**src/rtl/ppu_pkg.sv**
```systemverilog
//------------------------------------------------------------------------------
// Module   : ppu_pkg
// Purpose  : Shared constants, types and the palette address mirroring helper
//            for the PPU pixel output path.
// Contents : VISIBLE_W, FIRST_VISIBLE_LINE, LAST_VISIBLE_LINE,
//            PRERENDER_LINE, LEFT_CLIP_W, pal_idx_t, pal_mirror()
// Revision : 1.0 - initial release
//------------------------------------------------------------------------------
`default_nettype none

package ppu_pkg;

  // Sized to match the 10-bit dot/line counters they are compared against.
  localparam logic [9:0] VISIBLE_W          = 10'd256;
  localparam logic [9:0] FIRST_VISIBLE_LINE = 10'd1;
  localparam logic [9:0] LAST_VISIBLE_LINE  = 10'd240;
  localparam logic [9:0] PRERENDER_LINE     = 10'd0;
  localparam logic [9:0] LEFT_CLIP_W        = 10'd8;

  typedef logic [4:0] pal_idx_t;

  // Sprite palette entry 0 of each group ($3F10/14/18/1C) aliases the
  // matching background entry ($3F00/04/08/0C).
  function automatic pal_idx_t pal_mirror(input pal_idx_t a);
    return (a[4] && (a[1:0] == 2'b00)) ? {1'b0, a[3:0]} : a;
  endfunction

endpackage

`default_nettype wire

```
**src/rtl/ppu_palette_ram.sv**
```systemverilog
//------------------------------------------------------------------------------
// Module   : ppu_palette_ram
// Purpose  : 32x6 palette storage with one write port and two registered,
//            mirrored read ports (pixel lookup and CPU read-back).
// Ports    : clk, reset      - clock, async active-high reset
//            i_we/i_waddr/i_wdata - CPU write port
//            i_lk_addr -> o_lk_data   - lookup read, 1 clock latency
//            i_cpu_addr -> o_cpu_data - CPU read, 1 clock latency
// Revision : 1.0 - initial release
//------------------------------------------------------------------------------
`default_nettype none

module ppu_palette_ram import ppu_pkg::*; (
  input  logic       clk,
  input  logic       reset,
  input  logic       i_we,
  input  pal_idx_t   i_waddr,
  input  logic [5:0] i_wdata,
  input  pal_idx_t   i_lk_addr,
  output logic [5:0] o_lk_data,
  input  pal_idx_t   i_cpu_addr,
  output logic [5:0] o_cpu_data
);

  logic [5:0] r_mem [32];

  // Reads sample r_mem before this edge's write lands, so a same-cycle
  // write/read of one address returns the old entry on both ports.
  always_ff @(posedge clk or posedge reset) begin
    if (reset) begin
      for (int i = 0; i < 32; i++) begin
        r_mem[i] <= 6'h00;
      end
      o_lk_data  <= 6'h00;
      o_cpu_data <= 6'h00;
    end else begin
      if (i_we) begin
        r_mem[pal_mirror(i_waddr)] <= i_wdata;
      end
      o_lk_data  <= r_mem[pal_mirror(i_lk_addr)];
      o_cpu_data <= r_mem[pal_mirror(i_cpu_addr)];
    end
  end

endmodule

`default_nettype wire

```
**src/rtl/ppu_pixel_mux.sv**
```systemverilog
//------------------------------------------------------------------------------
// Module   : ppu_pixel_mux
// Purpose  : Background/sprite priority multiplexer, palette lookup and
//            sprite-0 hit detection for the PPU pixel output.
// Ports    : clk, reset - pixel clock, async active-high reset
//            bg_pixel, spr_pixel, spr_priority, spr_is_zero - pixel sources
//            x_idx, scanline - current dot/line
//            show_bg, show_spr, show_bg_left, show_spr_left - mask enables
//            pal_we, pal_addr, pal_wdata, pal_rdata - CPU palette access
//            color, color_valid - 2-clock pipelined output colour
//            sprite0_hit - sticky sprite-0 hit flag
// Revision : 1.0 - initial release
//------------------------------------------------------------------------------
`default_nettype none

module ppu_pixel_mux import ppu_pkg::*; (
  input  logic       clk,
  input  logic       reset,
  input  logic [3:0] bg_pixel,
  input  logic [3:0] spr_pixel,
  input  logic       spr_priority,
  input  logic       spr_is_zero,
  input  logic [9:0] x_idx,
  input  logic [9:0] scanline,
  input  logic       show_bg,
  input  logic       show_spr,
  input  logic       show_bg_left,
  input  logic       show_spr_left,
  input  logic       pal_we,
  input  logic [4:0] pal_addr,
  input  logic [7:0] pal_wdata,
  output logic [7:0] pal_rdata,
  output logic [5:0] color,
  output logic       color_valid,
  output logic       sprite0_hit
);

  logic     w_visible;
  logic     w_in_left;
  logic     w_bg_opaque;
  logic     w_spr_opaque;
  pal_idx_t w_idx;
  logic     w_hit_set;
  logic     w_hit_clr;
  logic     w_unused_wdata;

  pal_idx_t r_idx;
  logic     r_vis;
  logic     r_color_valid;
  logic     r_sprite0_hit;
  logic [5:0] w_cpu_data;

  // Palette entries are 6 bits wide; the top two write bits are dropped.
  assign w_unused_wdata = ^pal_wdata[7:6];

  assign w_visible = (x_idx < VISIBLE_W) &&
                     (scanline >= FIRST_VISIBLE_LINE) &&
                     (scanline <= LAST_VISIBLE_LINE);
  assign w_in_left = (x_idx < LEFT_CLIP_W);

  assign w_bg_opaque  = show_bg  && (bg_pixel[1:0]  != 2'b00) &&
                        !(w_in_left && !show_bg_left);
  assign w_spr_opaque = show_spr && (spr_pixel[1:0] != 2'b00) &&
                        !(w_in_left && !show_spr_left);

  always_comb begin
    w_idx = 5'h00;
    if (w_spr_opaque && (!w_bg_opaque || !spr_priority)) begin
      w_idx = {1'b1, spr_pixel};
    end else if (w_bg_opaque) begin
      w_idx = {1'b0, bg_pixel};
    end
  end

  assign w_hit_set = w_visible && spr_is_zero && w_bg_opaque && w_spr_opaque &&
                     (x_idx != 10'd255);
  assign w_hit_clr = (scanline == PRERENDER_LINE) && (x_idx == 10'd1);

  // Stage 1. Invisible dots carry index 0 so stage 2 naturally shows the
  // backdrop colour whenever color_valid is low.
  always_ff @(posedge clk or posedge reset) begin
    if (reset) begin
      r_idx         <= 5'h00;
      r_vis         <= 1'b0;
      r_color_valid <= 1'b0;
      r_sprite0_hit <= 1'b0;
    end else begin
      r_idx         <= w_visible ? w_idx : 5'h00;
      r_vis         <= w_visible;
      r_color_valid <= r_vis;
      if (w_hit_clr) begin
        r_sprite0_hit <= 1'b0;
      end else if (w_hit_set) begin
        r_sprite0_hit <= 1'b1;
      end
    end
  end

  // Stage 2 colour register lives in the RAM's lookup read port.
  ppu_palette_ram u_palette (
    .clk        (clk),
    .reset      (reset),
    .i_we       (pal_we),
    .i_waddr    (pal_addr),
    .i_wdata    (pal_wdata[5:0]),
    .i_lk_addr  (r_idx),
    .o_lk_data  (color),
    .i_cpu_addr (pal_addr),
    .o_cpu_data (w_cpu_data)
  );

  assign pal_rdata   = {2'b00, w_cpu_data};
  assign color_valid = r_color_valid;
  assign sprite0_hit = r_sprite0_hit;

endmodule

`default_nettype wire
```
**config.mk**
```make
export PLATFORM = sky130hd
export DESIGN_NAME = ppu_pixel_mux
export DESIGN_NICKNAME = d
export VERILOG_FILES = /design/src/rtl/ppu_pkg.sv /design/src/rtl/ppu_palette_ram.sv /design/src/rtl/ppu_pixel_mux.sv
export SDC_FILE = /design/constraint.sdc
export NUM_CORES = 1
export LEC_CHECK = 0
export ABC_AREA = 1
export BUFFER_PORTS_ARGS = -buffer_cell sky130_fd_sc_hd__clkbuf_2
export CELL_PAD_IN_SITES_DETAIL_PLACEMENT = 0
export CELL_PAD_IN_SITES_GLOBAL_PLACEMENT = 1
export CORE_MARGIN = 5
export CORE_UTILIZATION = 33
export CTS_CLUSTER_DIAMETER = 150
export CTS_CLUSTER_SIZE = 10
export DETAILED_ROUTE_END_ITERATION = 12
export PLACE_DENSITY = 0.61
export SKIP_LAST_GASP = 1
export SLEW_MARGIN = 10
export SYNTH_ARGS = -nofsm -noshare
export SYNTH_HDL_FRONTEND = slang
export SYNTH_SLANG_ARGS = --single-unit
```
**constraint.sdc**
```tcl
create_clock -name clk -period 8.7 [get_ports clk]
set_input_delay 0.87 -clock clk [delete_from_list [all_inputs] [get_ports clk]]
set_output_delay 0.87 -clock clk [all_outputs]
set_load 0.05 [all_outputs]
```
======== After elaboration in Yosys (flattened, before gate mapping) ========
Index checks and enable logic that the tools add are counted.
storage, ports and cells
  flip-flop bits (word level) ............. 212
  input port bits ......................... 50
  output and inout bits ................... 16
  logic and storage cells ................. 95
operators by class
  magnitude comparators ................... 7
  equal/unequal tests ..................... 2
  multiplexer cells ....................... 16
  bitwise operators ....................... 2
  reduce and logical (&&, ||, !) cells .... 30
operators with widths
  kind                                                                                   count
  192-bit bitwise mux                                                                    1
  6-bit binary-select mux with 5-bit select                                              2
  6-bit demux with 5-bit select                                                          1
  6-bit 2-to-1 mux                                                                       5
  5-bit 2-to-1 mux                                                                       4
  1-bit logical AND                                                                      17
  6-bit greater-or-equal comparator (second input constant)                              2
  5-bit inverter with 6-bit output                                                       2
  10-bit by 1-bit equality test with 1-bit output (second input constant)                1
  10-bit by 1-bit greater-or-equal comparator with 1-bit output (second input constant)  1
  10-bit by 8-bit <= comparator with 1-bit output (second input constant)                1
  10-bit zero test                                                                       1
  10-bit by 4-bit < comparator with 1-bit output (second input constant)                 1
  10-bit by 9-bit < comparator with 1-bit output (second input constant)                 1
  10-bit by 8-bit inequality test with 1-bit output (second input constant)              1
  1-bit zero test                                                                        6
  6-bit by 1-bit < comparator with 1-bit output (second input constant)                  1
  2-bit nonzero test                                                                     3
  2-bit zero test                                                                        2
  4-bit 2-to-1 mux                                                                       1
  1-bit 2-to-1 mux                                                                       2
  1-bit logical OR                                                                       1

======== Depth between registers and ports, before layout ========
Gate-level depths: netlist of the first run.
  word-level depth ........................ 9
  mapped depth ............................ 10
  mapped depth without buffers ............ 10

======== Cells and area by module ========
From an unflattened synthesis of the first run, not the netlist that was laid out.
unflattened totals
  cell total of the unflattened synthesis .. 1876
  area, all modules ....................... 12587.1 um2
by module, submodules not included
  module           times used  cells each  area each (um2)
  ppu_palette_ram  1           1793        11996.5
  ppu_pixel_mux    1           83          590.6

======== Worst setup path after synthesis of the first run ========
No wires, ideal clock.
  path kind ............................... input port to flip-flop
  from .................................... input port pal_addr[2]
  to ...................................... register u_palette.r_mem[102] (netlist name)
  setup time .............................. 0.131 ns
  arrival time ............................ 1.890 ns
  data required time ...................... 8.569 ns
  path slack .............................. 6.680 ns
  cell stages on the path ................. 7
  buffers on the path ..................... 2
  path through ............................ buf_4 -> inv_2 -> nor3_4 -> nand2_1 -> clkbuf_1 -> nand2_1 -> o21ai_1
between the ends
  longest elaborated chain between the ends .. 7
  elaborated cells between the ends (all ways) .. 8
  those cells by class .................... order compare (2); mux (4); bitwise (1); reduce/logical (1)
ends and longest elaborated chain
  element                                                                                                                          RTL line               RTL
  from (decl)                                                                                                                      ppu_pixel_mux.sv:30    input logic [4:0] pal_addr,
  5-bit 2-to-1 mux (*)                                                                                                             ppu_pkg.sv:25          return (a[4] && (a[1:0] == 2'b00)) ? {1'b0, a[3:0]} : a;
  5-bit inverter with 6-bit output (not written as such) (*)                                                                       ppu_palette_ram.sv:38  r_mem[pal_mirror(i_waddr)] <= i_wdata;
  6-bit greater-or-equal comparator (not written as such) / 6-bit by 1-bit < comparator with 1-bit output (equally long branches)  ppu_palette_ram.sv:38
  1-bit logical AND (not written as such)                                                                                          ppu_palette_ram.sv:38
  6-bit 2-to-1 mux (not written as such)                                                                                           ppu_palette_ram.sv:38
  6-bit demux with 5-bit select (*)                                                                                                ppu_palette_ram.sv:38
  192-bit bitwise mux (*)                                                                                                          ppu_palette_ram.sv:38
  to (signal, indexed assignment)                                                                                                  ppu_palette_ram.sv:38
  to (decl)                                                                                                                        ppu_palette_ram.sv:25  logic [5:0] r_mem [32];
Mark *: on every way between the ends. The rest lies on a longest branch, timed or not.
A chain may end at the register's enable or synchronous reset.

======== Final worst setup path of the first run ========
  from .................................... input port pal_addr[1]
  to ...................................... register u_palette.o_cpu_data[2]
between the ends
  longest elaborated chain between the ends .. 7
ends and longest elaborated chain
  element                                                     RTL line               RTL
  2-bit zero test                                             ppu_pkg.sv:25
  1-bit logical AND                                           ppu_pkg.sv:25
  5-bit 2-to-1 mux (*)                                        ppu_pkg.sv:25
  5-bit inverter with 6-bit output (not written as such) (*)  ppu_palette_ram.sv:41  o_cpu_data <= r_mem[pal_mirror(i_cpu_addr)];
  6-bit binary-select mux with 5-bit select (*)               ppu_palette_ram.sv:41
  6-bit 2-to-1 mux (not written as such) (*) (2 in a row)     ppu_palette_ram.sv:41
  to (signal assigned)                                        ppu_palette_ram.sv:41
  to (decl)                                                   ppu_palette_ram.sv:22  output logic [5:0] o_cpu_data
Mark *: on every way between the ends. The rest lies on a longest branch, timed or not. The select of a mux whose other input is x is not followed.

==> impl_results.rst, run 1 <==
.. list-table::
   :header-rows: 1

   * - Metric
     - Value
   * - Overflow left after global routing
     - 0
   * - Clock sinks
     - 212
   * - Area added between synthesis and finish
     - 9.782%
   * - Post-cts hold buffer count
     - 0
   * - Standard cell area after detailed placement
     - 11760 µm²
   * - Largest area contributor in the netlist
     - sky130_fd_sc_hd__dfrtp_1
   * - Hold_sp
     - r_vis$_DFF_PP0_
   * - Crit Path Class
     - in -> reg
   * - Final worst path period need
     - 3.123 ns
   * - Top_reg_cell synth
     - sky130_fd_sc_hd__dfrtp_1
   * - Detailed-route via count
     - 9911
   * - Arr. time, crit path
     - 3.50 ns
   * - Antenna diodes
     - 0
   * - Final-report max-slew violation count
     - 0
   * - Max Root-Sink Buffers
     - 3
   * - First-pass GRT wire length
     - 60320 µm
   * - Antenna violations before repair
     - 0
   * - Number of clock buffers inserted by TritonCTS
     - 25
   * - Library cells used by synthesis
     - 31
   * - Clock-pin slew of the registers on the worst-case setup and hold paths
     - 0.05 ns
   * - Overall power
     - 2.689 mW
   * - Seq cells post-synth
     - 212
   * - Clock tree from TritonCTS
     - done
   * - End of the worst register-to-register path
     - u_palette.o_lk_data[2]$_DFF_PP0_
   * - Required time reported for the critical path endpoint
     - 9.07 ns
   * - Number of synthesized flops with an enable pin
     - 0
   * - Part of the cycle the worst path needs
     - 35.90%
   * - Vertical die dimension
     - 195.0 µm
   * - Number of gates resized after cts
     - 0
   * - Async set-or-reset flop fraction in the synthesized netlist
     - 100.0%
   * - Maximum number of pins on one net before global-route repair
     - 83
   * - Outcome
     - complete, no violations
   * - Die Footprint
     - 38020 µm²
   * - Hold path cells
     - 0
   * - Proportion of synthesized chip area in sequential cells
     - 46.98%
   * - Worst setup slack after placement
     - 5.081 ns
   * - Number of design-rule violations left by the first detailed-router iteration
     - 801
   * - Residual antenna-violating net count after detailed routing
     - 0
   * - Post-route worst setup slack
     - 5.577 ns
   * - Half-perimeter wire length after detailed placement
     - 23570 µm
   * - Layout Nets
     - 1605
   * - Number of buffers inserted to repair setup after CTS
     - 0
   * - Syn Inst Count
     - 1577
   * - Final setup skew
     - 0.01328 ns
   * - Buffers added on ports
     - 61
   * - Worst Hold Slack
     - 0.3491 ns
   * - Simple-gate area share of the yosys netlist
     - 29.27%
   * - Core footprint
     - 33700 µm²
   * - Iteration count of the initial detailed-routing pass
     - 5
   * - Top cell types by occurrence after synthesis
     - sky130_fd_sc_hd__nand2_1 (604), sky130_fd_sc_hd__dfrtp_1 (212), sky130_fd_sc_hd__o21ai_0 (167), sky130_fd_sc_hd__inv_1 (120), sky130_fd_sc_hd__nor2_1 (87)
   * - Power per cell area
     - 216.9 nW/µm²
   * - Layout Cell Area excl Fill
     - 12400 µm²
   * - Share of synthesized area spent on multiplexers
     - 0%
   * - Total number of yosys warnings
     - 0
   * - Final core occ
     - 36.79%
   * - Setup repair after global routing missed its margin
     - false
   * - Mean number of vias per cell
     - 4.948
   * - Combinational family with the most area after synthesis
     - simple AND/OR/NAND/NOR gates
   * - Cell area after technology mapping
     - 11290 µm²
   * - Overall routing resource usage
     - 20.34%
   * - Largest cells by area after synthesis
     - sky130_fd_sc_hd__dfrtp_1 (47%), sky130_fd_sc_hd__nand2_1 (20%), sky130_fd_sc_hd__o21ai_0 (7.4%), sky130_fd_sc_hd__inv_1 (4.0%), sky130_fd_sc_hd__nand3_1 (3.4%)
   * - Max FO, Critical Path
     - 31
   * - Fraction of layout instances using a drive strength above 1
     - 8.103%
   * - Placement Rows
     - 67
   * - Finish-stage setup viols
     - 0
   * - Xor/xnor share of the synthesized area
     - 0%
   * - Relative slew slack
     - 17.81%
   * - Die Span X
     - 195.0 µm
   * - Effective utilization at floorplan
     - 33.51%
   * - Fin Setup TNS
     - 0 ns
   * - H-tree levels
     - 1
   * - Cell count after placement
     - 1976
   * - Final hold violation count
     - 0
   * - IO Count
     - 66
   * - Final Wtd Congestion
     - 0.8086
   * - Transition time of the tightest slew-check pin
     - 1.228 ns
   * - Most repeated cell in the gate-level netlist after synthesis
     - sky130_fd_sc_hd__nand2_1
   * - Highest Clock Rate
     - 320.2 MHz
   * - Clk root buf
     - sky130_fd_sc_hd__clkbuf_16
   * - Classification of the worst-slack hold path
     - reg -> reg
   * - CP Launch Type
     - input port
   * - WHS Endpoint
     - color_valid$_DFF_PP0_
   * - Capturing element type of the critical path
     - flop
   * - Wire length reported by the detailed router
     - 39180 µm
   * - Post-route DRC violation count
     - 0
   * - Non-filler instance count after layout
     - 2003
   * - Number of cell instances on the worst register-to-register path
     - 9
   * - Worst R2R Start
     - r_idx[0]$_DFF_PP0_
   * - Adder-cell area share of the yosys netlist
     - 0%
   * - Synthesized area divided by synthesized cell count
     - 7.161 µm²
   * - Static leakage
     - 5.885 nW
   * - Area share of the largest cell type after synthesis
     - 46.98%
   * - Number of global-route vias before repair
     - 9691
   * - Setup slack of the worst register-to-register path
     - 5.60 ns
   * - Synthesized-area fraction occupied by ao, oa, aoi and oai cells
     - 15.00%
   * - Highest ir drop seen on vdd
     - 0.0001212 V
   * - Per-cell routed wire length
     - 19.56 µm
   * - Maximum Capacitance Violations
     - 0
   * - Insertion delay to the later sink of the worst-skew pair
     - 0.52 ns
worst max-delay path by stage:
stage                       startpoint                                end  slack (ns)  depth (start not counted)
floorplan                        reset              color_valid$_DFF_PP0_        2.04                          1
global placement           pal_addr[1]  u_palette.o_cpu_data[2]$_DFF_PP0_        5.08                         10
detailed placement         pal_addr[1]  u_palette.o_cpu_data[2]$_DFF_PP0_        5.08                         10
CTS                 r_idx[0]$_DFF_PP0_   u_palette.o_lk_data[2]$_DFF_PP0_        5.62                          9
global route        r_idx[0]$_DFF_PP0_   u_palette.o_lk_data[2]$_DFF_PP0_        5.43                          9
finish                     pal_addr[1]  u_palette.o_cpu_data[2]$_DFF_PP0_        5.58                         10
worst max-delay path, stage by stage:
cell and delay [ns]:
sky130_fd_sc_hd__clkbuf_2 0.15, sky130_fd_sc_hd__nand2_1 0.09, sky130_fd_sc_hd__buf_4 0.46, sky130_fd_sc_hd__clkinv_1 0.90, sky130_fd_sc_hd__a22oi_1 0.42, sky130_fd_sc_hd__nand2_1 0.08, sky130_fd_sc_hd__nand2_1 0.06, sky130_fd_sc_hd__nand2_1 0.09
sky130_fd_sc_hd__nor2_1 0.21, sky130_fd_sc_hd__nand2_1 0.15
placed cells by master (no fill, tap or decap), drive strengths merged:
| master | instances |
|---|---|
| a21oi | 20 |
| a22oi | 10 |
| and2 | 1 |
| buf | 12 |
| clkbuf | 87 |
| clkinv | 1 |
| conb | 2 |
| dfrtp | 212 |
| inv | 124 |
| nand2 | 606 |
| nand3 | 77 |
| nand4 | 13 |
| nor2 | 89 |
| nor3 | 7 |
| nor4 | 4 |
| o211ai | 34 |
| o21a | 2 |
| o21ai | 242 |
| o22ai | 6 |
| or2 | 6 |
registers in the layout, indices dropped and copies added, names as in the netlist:
signal and flops:
r_vis 1, color_valid 1, sprite0_hit 1, u_palette.r_mem 192, u_palette.o_cpu_data 6, r_idx 5, u_palette.o_lk_data 6
cell type report:
cell class                 instances  area, µm²
fill                            3694      21300
clock inverter                     1      8.758
sequential                       212       5309
tap                              448      560.5
inverter                         124      473.0
clock buffer                      26      629.4
multi-input combinational       1119       5022
timing repair buffer              73      395.4
layer usage:
metal	up-vias	global-route usage [%]	share of wire, %
met5	-	0	0
li1	4957	-	-
met1	4648	30.63	49
met3	56	2.326	5.1
met4	0	5.224	2.7
met2	250	31.25	43
report_power, final:
| group | internal, mW | total, mW | switching (mW) | leakage [nW] |
|---|---|---|---|---|
| Clock | 0.506 | 0.913 | 0.407 | 0.314 |
| Combinational | 0.166 | 0.510 | 0.344 | 2.84 |
| Sequential | 1.16 | 1.27 | 0.110 | 2.73 |
logic make-up (layout without fill, tap and decap cells):
kind of cell           Yosys count  count (layout)
buffers and inverters          247             224
AOI/OAI and AO/OA              314             314
and+or+nand+nor                803             803
DFF                            212             212
other                            1               2
(Power assumes the default switching activity.)
==> run 2, diff against run 1 <==
==> constraint.sdc (replaced) <==
create_clock -name clk -period 3.1 [get_ports clk]
set_input_delay 0.31 -clock clk [delete_from_list [all_inputs] [get_ports clk]]
set_output_delay 0.31 -clock clk [all_outputs]
set_load 0.05 [all_outputs]
==> impl_results.rst, run 2 (synthesis gave the netlist of run 1 again) <==
.. list-table::
   :header-rows: 1

   * - Metric
     - Value
   * - Transition time of the tightest slew-check pin
     - 1.155 ns
   * - Placement Rows
     - 67
   * - Area occupied by multi-input gates
     - 5017 µm²
   * - Highest ir drop seen on vdd
     - 0.0003533 V
   * - Relative slew slack
     - 22.93%
   * - Number of buffers inserted to repair setup after CTS
     - 0
   * - Met1 usage in global routing
     - 29.86%
   * - Number of global-route vias before repair
     - 10100
   * - Most crowded layer after global routing
     - met2
   * - IO Count
     - 66
   * - Flip-flop count of the largest register, all copies and words added
     - 192
   * - Vertical die dimension
     - 195.0 µm
   * - Maximum number of pins on one net before global-route repair
     - 112
   * - Finish-stage setup viols
     - 0
   * - Commonest non-fill, non-tap cell in the layout
     - sky130_fd_sc_hd__nand2_1
   * - Arr. time, crit path
     - 2.43 ns
   * - Worst Hold Slack
     - 0.02823 ns
   * - Part of the total power dissipated in combinational logic
     - 19.5%
   * - Switch Pwr
     - 2.432 mW
   * - Final core occ
     - 37.88%
   * - Antenna diodes
     - 0
   * - Fill cell instance count of the final layout
     - 3655
   * - Fraction of layout instances using a drive strength above 1
     - 10.16%
   * - Effective utilization at floorplan
     - 33.51%
   * - H-tree levels
     - 1
   * - Per-cell routed wire length
     - 19.00 µm
   * - Worst R2R Start
     - r_idx[0]$_DFF_PP0_
   * - Overall routing resource usage
     - 20.49%
   * - Maximum Capacitance Violations
     - 0
   * - Core footprint
     - 33700 µm²
   * - Wire length reported by the detailed router
     - 38800 µm
   * - First-pass GRT wire length
     - 61170 µm
   * - Die Span X
     - 195.0 µm
   * - Top flop regs
     - u_palette.r_mem (192), u_palette.o_cpu_data (6), u_palette.o_lk_data (6)
   * - Detailed-route via count
     - 10080
   * - Final setup skew
     - 0.01472 ns
   * - Final Wtd Congestion
     - 0.8163
   * - Layout Nets
     - 1643
   * - Clock share of power
     - 33.8%
   * - Overall power
     - 7.595 mW
   * - Highest Clock Rate
     - 494.8 MHz
   * - Post-route DRC violation count
     - 0
   * - Hold_sp
     - spr_pixel[2]
   * - Area added between synthesis and finish
     - 13.04%
   * - Final-report max-slew violation count
     - 0
   * - Power per cell area
     - 594.9 nW/µm²
   * - Mean number of vias per cell
     - 4.936
   * - Max FO, Critical Path
     - 111
   * - Fin Setup TNS
     - 0 ns
   * - Residual antenna-violating net count after detailed routing
     - 0
   * - Number of gates resized after cts
     - 0
   * - Flop pwr share
     - 46.8%
   * - Capturing element type of the critical path
     - flop
   * - Worst setup slack after placement
     - 0.7276 ns
   * - Register cell area after layout
     - 5309 µm²
   * - Internal cell power
     - 5.163 mW
   * - Commonest non-fill, non-tap cells in the layout
     - sky130_fd_sc_hd__nand2_1 (604), sky130_fd_sc_hd__dfrtp_1 (211), sky130_fd_sc_hd__o21ai_0 (167), sky130_fd_sc_hd__inv_1 (119), sky130_fd_sc_hd__nor2_1 (85)
   * - Classification of the worst-slack hold path
     - in -> reg
   * - Static leakage
     - 6.084 nW
   * - Met2 usage
     - 32.54%
   * - Post-route worst setup slack
     - 1.079 ns
   * - Setup repair after global routing missed its margin
     - false
   * - Number of design-rule violations left by the first detailed-router iteration
     - 914
   * - Met3 Resource Use GR
     - 3.257%
   * - Outcome
     - complete, no violations
   * - Clock tree from TritonCTS
     - done
   * - Clock-pin slew of the registers on the worst-case setup and hold paths
     - 0.05 ns
   * - Crit Path Class
     - reg -> reg
   * - Required time reported for the critical path endpoint
     - 3.51 ns
   * - Max Root-Sink Buffers
     - 3
   * - Overflow left after global routing
     - 0
   * - CP Launch Type
     - flop
   * - Final worst path period need
     - 2.021 ns
   * - Clock sinks
     - 212
   * - Number of clock buffers inserted by TritonCTS
     - 25
   * - Die Footprint
     - 38020 µm²
   * - Proportion of total power due to net switching
     - 32.02%
   * - Critical path origin
     - r_idx[0]$_DFF_PP0_
   * - Antenna violations before repair
     - 0
   * - Largest Register
     - u_palette.r_mem
   * - Clk root buf
     - sky130_fd_sc_hd__clkbuf_16
   * - Insertion delay to the later sink of the worst-skew pair
     - 0.54 ns
   * - Iteration count of the initial detailed-routing pass
     - 6
   * - Final hold violation count
     - 0
   * - Part of the cycle the worst path needs
     - 65.20%
   * - Buffers added on ports
     - 61
   * - Half-perimeter wire length after detailed placement
     - 25120 µm
-- run 2: cell types whose count changed in the layout (fill, tap and decap cells not counted) --
cell,previous run,this run
sky130_fd_sc_hd__clkinvlp_4,0,1
sky130_fd_sc_hd__inv_8,1,0
sky130_fd_sc_hd__buf_4,12,41
sky130_fd_sc_hd__nor2_4,3,2
sky130_fd_sc_hd__inv_6,1,2
sky130_fd_sc_hd__buf_12,0,6
sky130_fd_sc_hd__nor2_2,0,1
sky130_fd_sc_hd__dlygate4sd3_1,0,3
-- run 2: through the flow --
stage	cell area, µm²	cells
after floorplan	11300	1578
after global placement	12090	2011
after detailed placement	12090	2011
after CTS	12770	2042
after global routing	12770	2042
final	12770	2042
-- run 2: final cells by class --
| type | count | area share [%] |
|---|---|---|
| tap | 448 | 4.391 |
| sequential | 212 | 41.59 |
| clock inverter | 2 | 0.1372 |
| timing repair buffer | 111 | 5.979 |
| inverter | 124 | 3.675 |
| clock buffer | 26 | 4.930 |
| multi-input combinational | 1119 | 39.30 |
-- run 2: power groups by stage --
stage | clock [mW] | combinational, mW | sequential, mW
after global routing | 2.75 | 1.70 | 3.62
after floorplan | 0 | 0.931 | 3.64
after global placement | 0 | 1.47 | 3.58
after detailed placement | 0 | 1.49 | 3.59
final | 2.56 | 1.48 | 3.55
after CTS | 2.65 | 1.50 | 3.55
-- run 2: worst max-delay path: stages (launching register included) --
cell	delay (ns)
sky130_fd_sc_hd__dfrtp_4	0.57
sky130_fd_sc_hd__buf_12	0.44
sky130_fd_sc_hd__nand2_1	0.10
sky130_fd_sc_hd__o211ai_1	0.12
sky130_fd_sc_hd__nand2_1	0.08
sky130_fd_sc_hd__nand2_1	0.06
sky130_fd_sc_hd__nand3_1	0.16
sky130_fd_sc_hd__nand3_1	0.24
sky130_fd_sc_hd__nand2_1	0.08
-- run 2: what timing repair did --
item / CTS / global route
setup endpoints to repair: 0 / 0
hold buffers: 3 / 0
endpoints found under the hold margin: 21 / 0
-- run 2: final timing paths --
check                                              endpoint  slack (ns)  depth (start not counted)
max in group asynchronous                r_idx[0]$_DFF_PP0_        1.87                          4
min in group asynchronous  u_palette.r_mem[135]$_DFFE_PP0P_        0.40                          3
min                                      r_idx[2]$_DFF_PP0_        0.03                          3
max                        u_palette.o_lk_data[1]$_DFF_PP0_        1.08                          8
max reg2reg                u_palette.o_lk_data[1]$_DFF_PP0_        1.08                          8
min reg2reg                           color_valid$_DFF_PP0_        0.35                          0
-- run 2: routing by layer --
layer  wire length [µm]  up-vias
met2              17210      250
met5                  0        -
li1                   -     5028
met4                694        0
met1              18760     4759
met3               2137       43
==> run 3, diff against run 2 <==
--- a/config.mk
+++ b/config.mk
@@ -14,7 +14,7 @@
 export CTS_CLUSTER_DIAMETER = 150
 export CTS_CLUSTER_SIZE = 10
 export DETAILED_ROUTE_END_ITERATION = 12
-export PLACE_DENSITY = 0.61
+export PLACE_DENSITY = 0.63
 export SKIP_LAST_GASP = 1
 export SLEW_MARGIN = 10
 export SYNTH_ARGS = -nofsm -noshare
==> constraint.sdc (replaced) <==
create_clock -name clk -period 1.72 [get_ports clk]
set_input_delay 0.172 -clock clk [delete_from_list [all_inputs] [get_ports clk]]
set_output_delay 0.172 -clock clk [all_outputs]
set_load 0.05 [all_outputs]
==> impl_results.rst, run 3 (synthesis gave the netlist of run 1 again) <==
.. list-table::
   :header-rows: 1

   * - Metric
     - Value
   * - Outcome
     - finished with violations
   * - Violations in the final reports
     - negative setup slack
   * - Maximum number of pins on one net before global-route repair
     - 85
   * - Insertion delay to the later sink of the worst-skew pair
     - 0.53 ns
   * - Final-report max-slew violation count
     - 0
   * - Number of global-route vias before repair
     - 9772
   * - Core footprint
     - 33700 µm²
   * - Worst setup slack after placement
     - -0.08180 ns
   * - Iteration count of the initial detailed-routing pass
     - 5
   * - Top flop regs
     - u_palette.r_mem (192), u_palette.o_cpu_data (6), u_palette.o_lk_data (6)
   * - Effective utilization at floorplan
     - 33.51%
   * - Residual antenna-violating net count after detailed routing
     - 0
   * - Antenna violations before repair
     - 0
   * - Proportion of total power due to net switching
     - 32.44%
   * - Capturing element type of the critical path
     - flop
   * - Number of buffers inserted to repair setup after CTS
     - 0
   * - Setup slack of the worst register-to-register path
     - -0.02 ns
   * - Finish-stage setup viols
     - 1
   * - Antenna diodes
     - 0
   * - Commonest non-fill, non-tap cell in the layout
     - sky130_fd_sc_hd__nand2_1
   * - Clock share of power
     - 33.3%
   * - Required time reported for the critical path endpoint
     - 2.18 ns
   * - Commonest non-fill, non-tap cells in the layout
     - sky130_fd_sc_hd__nand2_1 (603), sky130_fd_sc_hd__dfrtp_1 (211), sky130_fd_sc_hd__o21ai_0 (165), sky130_fd_sc_hd__inv_1 (118), sky130_fd_sc_hd__nor2_1 (85)
   * - Final worst path period need
     - 1.739 ns
   * - Buffers added on ports
     - 61
   * - Per-cell routed wire length
     - 18.69 µm
   * - Switch Pwr
     - 4.506 mW
   * - Highest ir drop seen on vdd
     - 0.0008577 V
   * - Die Span X
     - 195.0 µm
   * - Flop pwr share
     - 46.4%
   * - Final setup skew
     - 0.01303 ns
   * - Clock tree from TritonCTS
     - done
   * - Setup repair after global routing missed its margin
     - true
   * - Cell count after placement
     - 2046
   * - Transition time of the tightest slew-check pin
     - 0.4986 ns
   * - Fraction of layout instances using a drive strength above 1
     - 12.17%
   * - Flip-flop count of the largest register, all copies and words added
     - 192
   * - Highest Clock Rate
     - 575.1 MHz
   * - Layout Nets
     - 1693
   * - Part of the total power dissipated in combinational logic
     - 20.3%
   * - Maximum Capacitance Violations
     - 0
   * - Static leakage
     - 6.373 nW
   * - Fin Setup TNS
     - -0.01879 ns
   * - Wire length reported by the detailed router
     - 39110 µm
   * - Classification of the worst-slack hold path
     - in -> reg
   * - Number of clock buffers inserted by TritonCTS
     - 25
   * - Final core occ
     - 39.46%
   * - Final hold violation count
     - 0
   * - Placement Rows
     - 67
   * - Internal cell power
     - 9.383 mW
   * - CP Launch Type
     - flop
   * - Fill cell instance count of the final layout
     - 3590
   * - Post-route worst setup slack
     - -0.01879 ns
   * - Worst Hold Slack
     - 0.04340 ns
   * - Overall routing resource usage
     - 20.09%
   * - Clock sinks
     - 212
   * - Max FO, Critical Path
     - 69
   * - Post-route DRC violation count
     - 0
   * - Arr. time, crit path
     - 2.20 ns
   * - Vertical die dimension
     - 195.0 µm
   * - Max Root-Sink Buffers
     - 3
   * - Power per cell area
     - 1044 nW/µm²
   * - Crit Path Class
     - reg -> reg
   * - Overflow left after global routing
     - 0
   * - Final Wtd Congestion
     - 0.8086
   * - Die Footprint
     - 38020 µm²
   * - Area added between synthesis and finish
     - 17.76%
   * - First-pass GRT wire length
     - 60220 µm
   * - Mean number of vias per cell
     - 4.861
   * - Relative slew slack
     - 66.73%
   * - Number of design-rule violations left by the first detailed-router iteration
     - 736
   * - Half-perimeter wire length after detailed placement
     - 26070 µm
   * - H-tree levels
     - 1
   * - Part of the cycle the worst path needs
     - 101.1%
   * - IO Count
     - 66
   * - Detailed-route via count
     - 10170
   * - Non-filler instance count after layout
     - 2092
   * - Clock-pin slew of the registers on the worst-case setup and hold paths
     - 0.06 ns
   * - Largest Register
     - u_palette.r_mem
   * - Clk root buf
     - sky130_fd_sc_hd__clkbuf_16
==> run 3: power groups by stage <==
stage / combinational, mW / clock, mW / sequential (mW)
after global routing: 3.19 / 4.92 / 6.55
after detailed placement: 2.81 / 0 / 6.51
after global placement: 2.78 / 0 / 6.50
final: 2.82 / 4.62 / 6.45
after floorplan: 1.68 / 0 / 6.56
after CTS: 2.84 / 4.76 / 6.43
==> run 3: critical path, cell delays in order (launching register included) <==
cell and delay (ns):
sky130_fd_sc_hd__dfrtp_4 0.46, sky130_fd_sc_hd__buf_12 0.29, sky130_fd_sc_hd__o21ai_0 0.12, sky130_fd_sc_hd__o21ai_1 0.21, sky130_fd_sc_hd__nand2_1 0.08, sky130_fd_sc_hd__nand3_1 0.14, sky130_fd_sc_hd__nand3_1 0.18, sky130_fd_sc_hd__nand2_1 0.13
==> run 3: worst paths after layout <==
kind                                                     to  cells after the start               start
min in group asynchronous  u_palette.r_mem[131]$_DFFE_PP0P_                      4               reset
setup reg to reg           u_palette.o_lk_data[2]$_DFF_PP0_                      7  r_idx[0]$_DFF_PP0_
hold / removal                           r_idx[4]$_DFF_PP0_                      6         scanline[9]
hold reg to reg                       color_valid$_DFF_PP0_                      0     r_vis$_DFF_PP0_
setup / recovery           u_palette.o_lk_data[2]$_DFF_PP0_                      7  r_idx[0]$_DFF_PP0_
max in group asynchronous   u_palette.r_mem[25]$_DFFE_PP0P_                      4               reset
==> run 3: metal layers <==
layer | vias to the layer above | track usage (%) | routed length (µm)
met5 | - | 0 | 0
met4 | 0 | 3.672 | 686
met3 | 38 | 2.430 | 1842
met2 | 252 | 31.61 | 17520
met1 | 4740 | 30.16 | 19060
li1 | 5139 | - | -
==> run 3: layout make-up <==
cell class,instances,area [µm²],area share [%]
multi-input combinational,1119,5020,37.75
inverter,124,473.0,3.556
timing repair buffer,161,1290,9.700
clock buffer,26,629.4,4.732
tap,448,560.5,4.215
clock inverter,2,17.52,0.1317
sequential,212,5309,39.92
==> run 3: what timing repair did <==
item	CTS	global route
gates resized for setup	2	5
hold buffers	17	0
gates cloned	0	1
setup endpoints to repair	5	10
hold endpoints to repair	234	0
==> run 3: metrics by stage <==
step | power [mW] | area [µm²]
2_1_floorplan | 8.233 | 11300
3_3_place_gp | 9.277 | 12440
3_5_place_dp | 9.316 | 12440
4_1_cts | 14.03 | 13260
5_1_grt | 14.66 | 13300
6_report | 13.89 | 13300
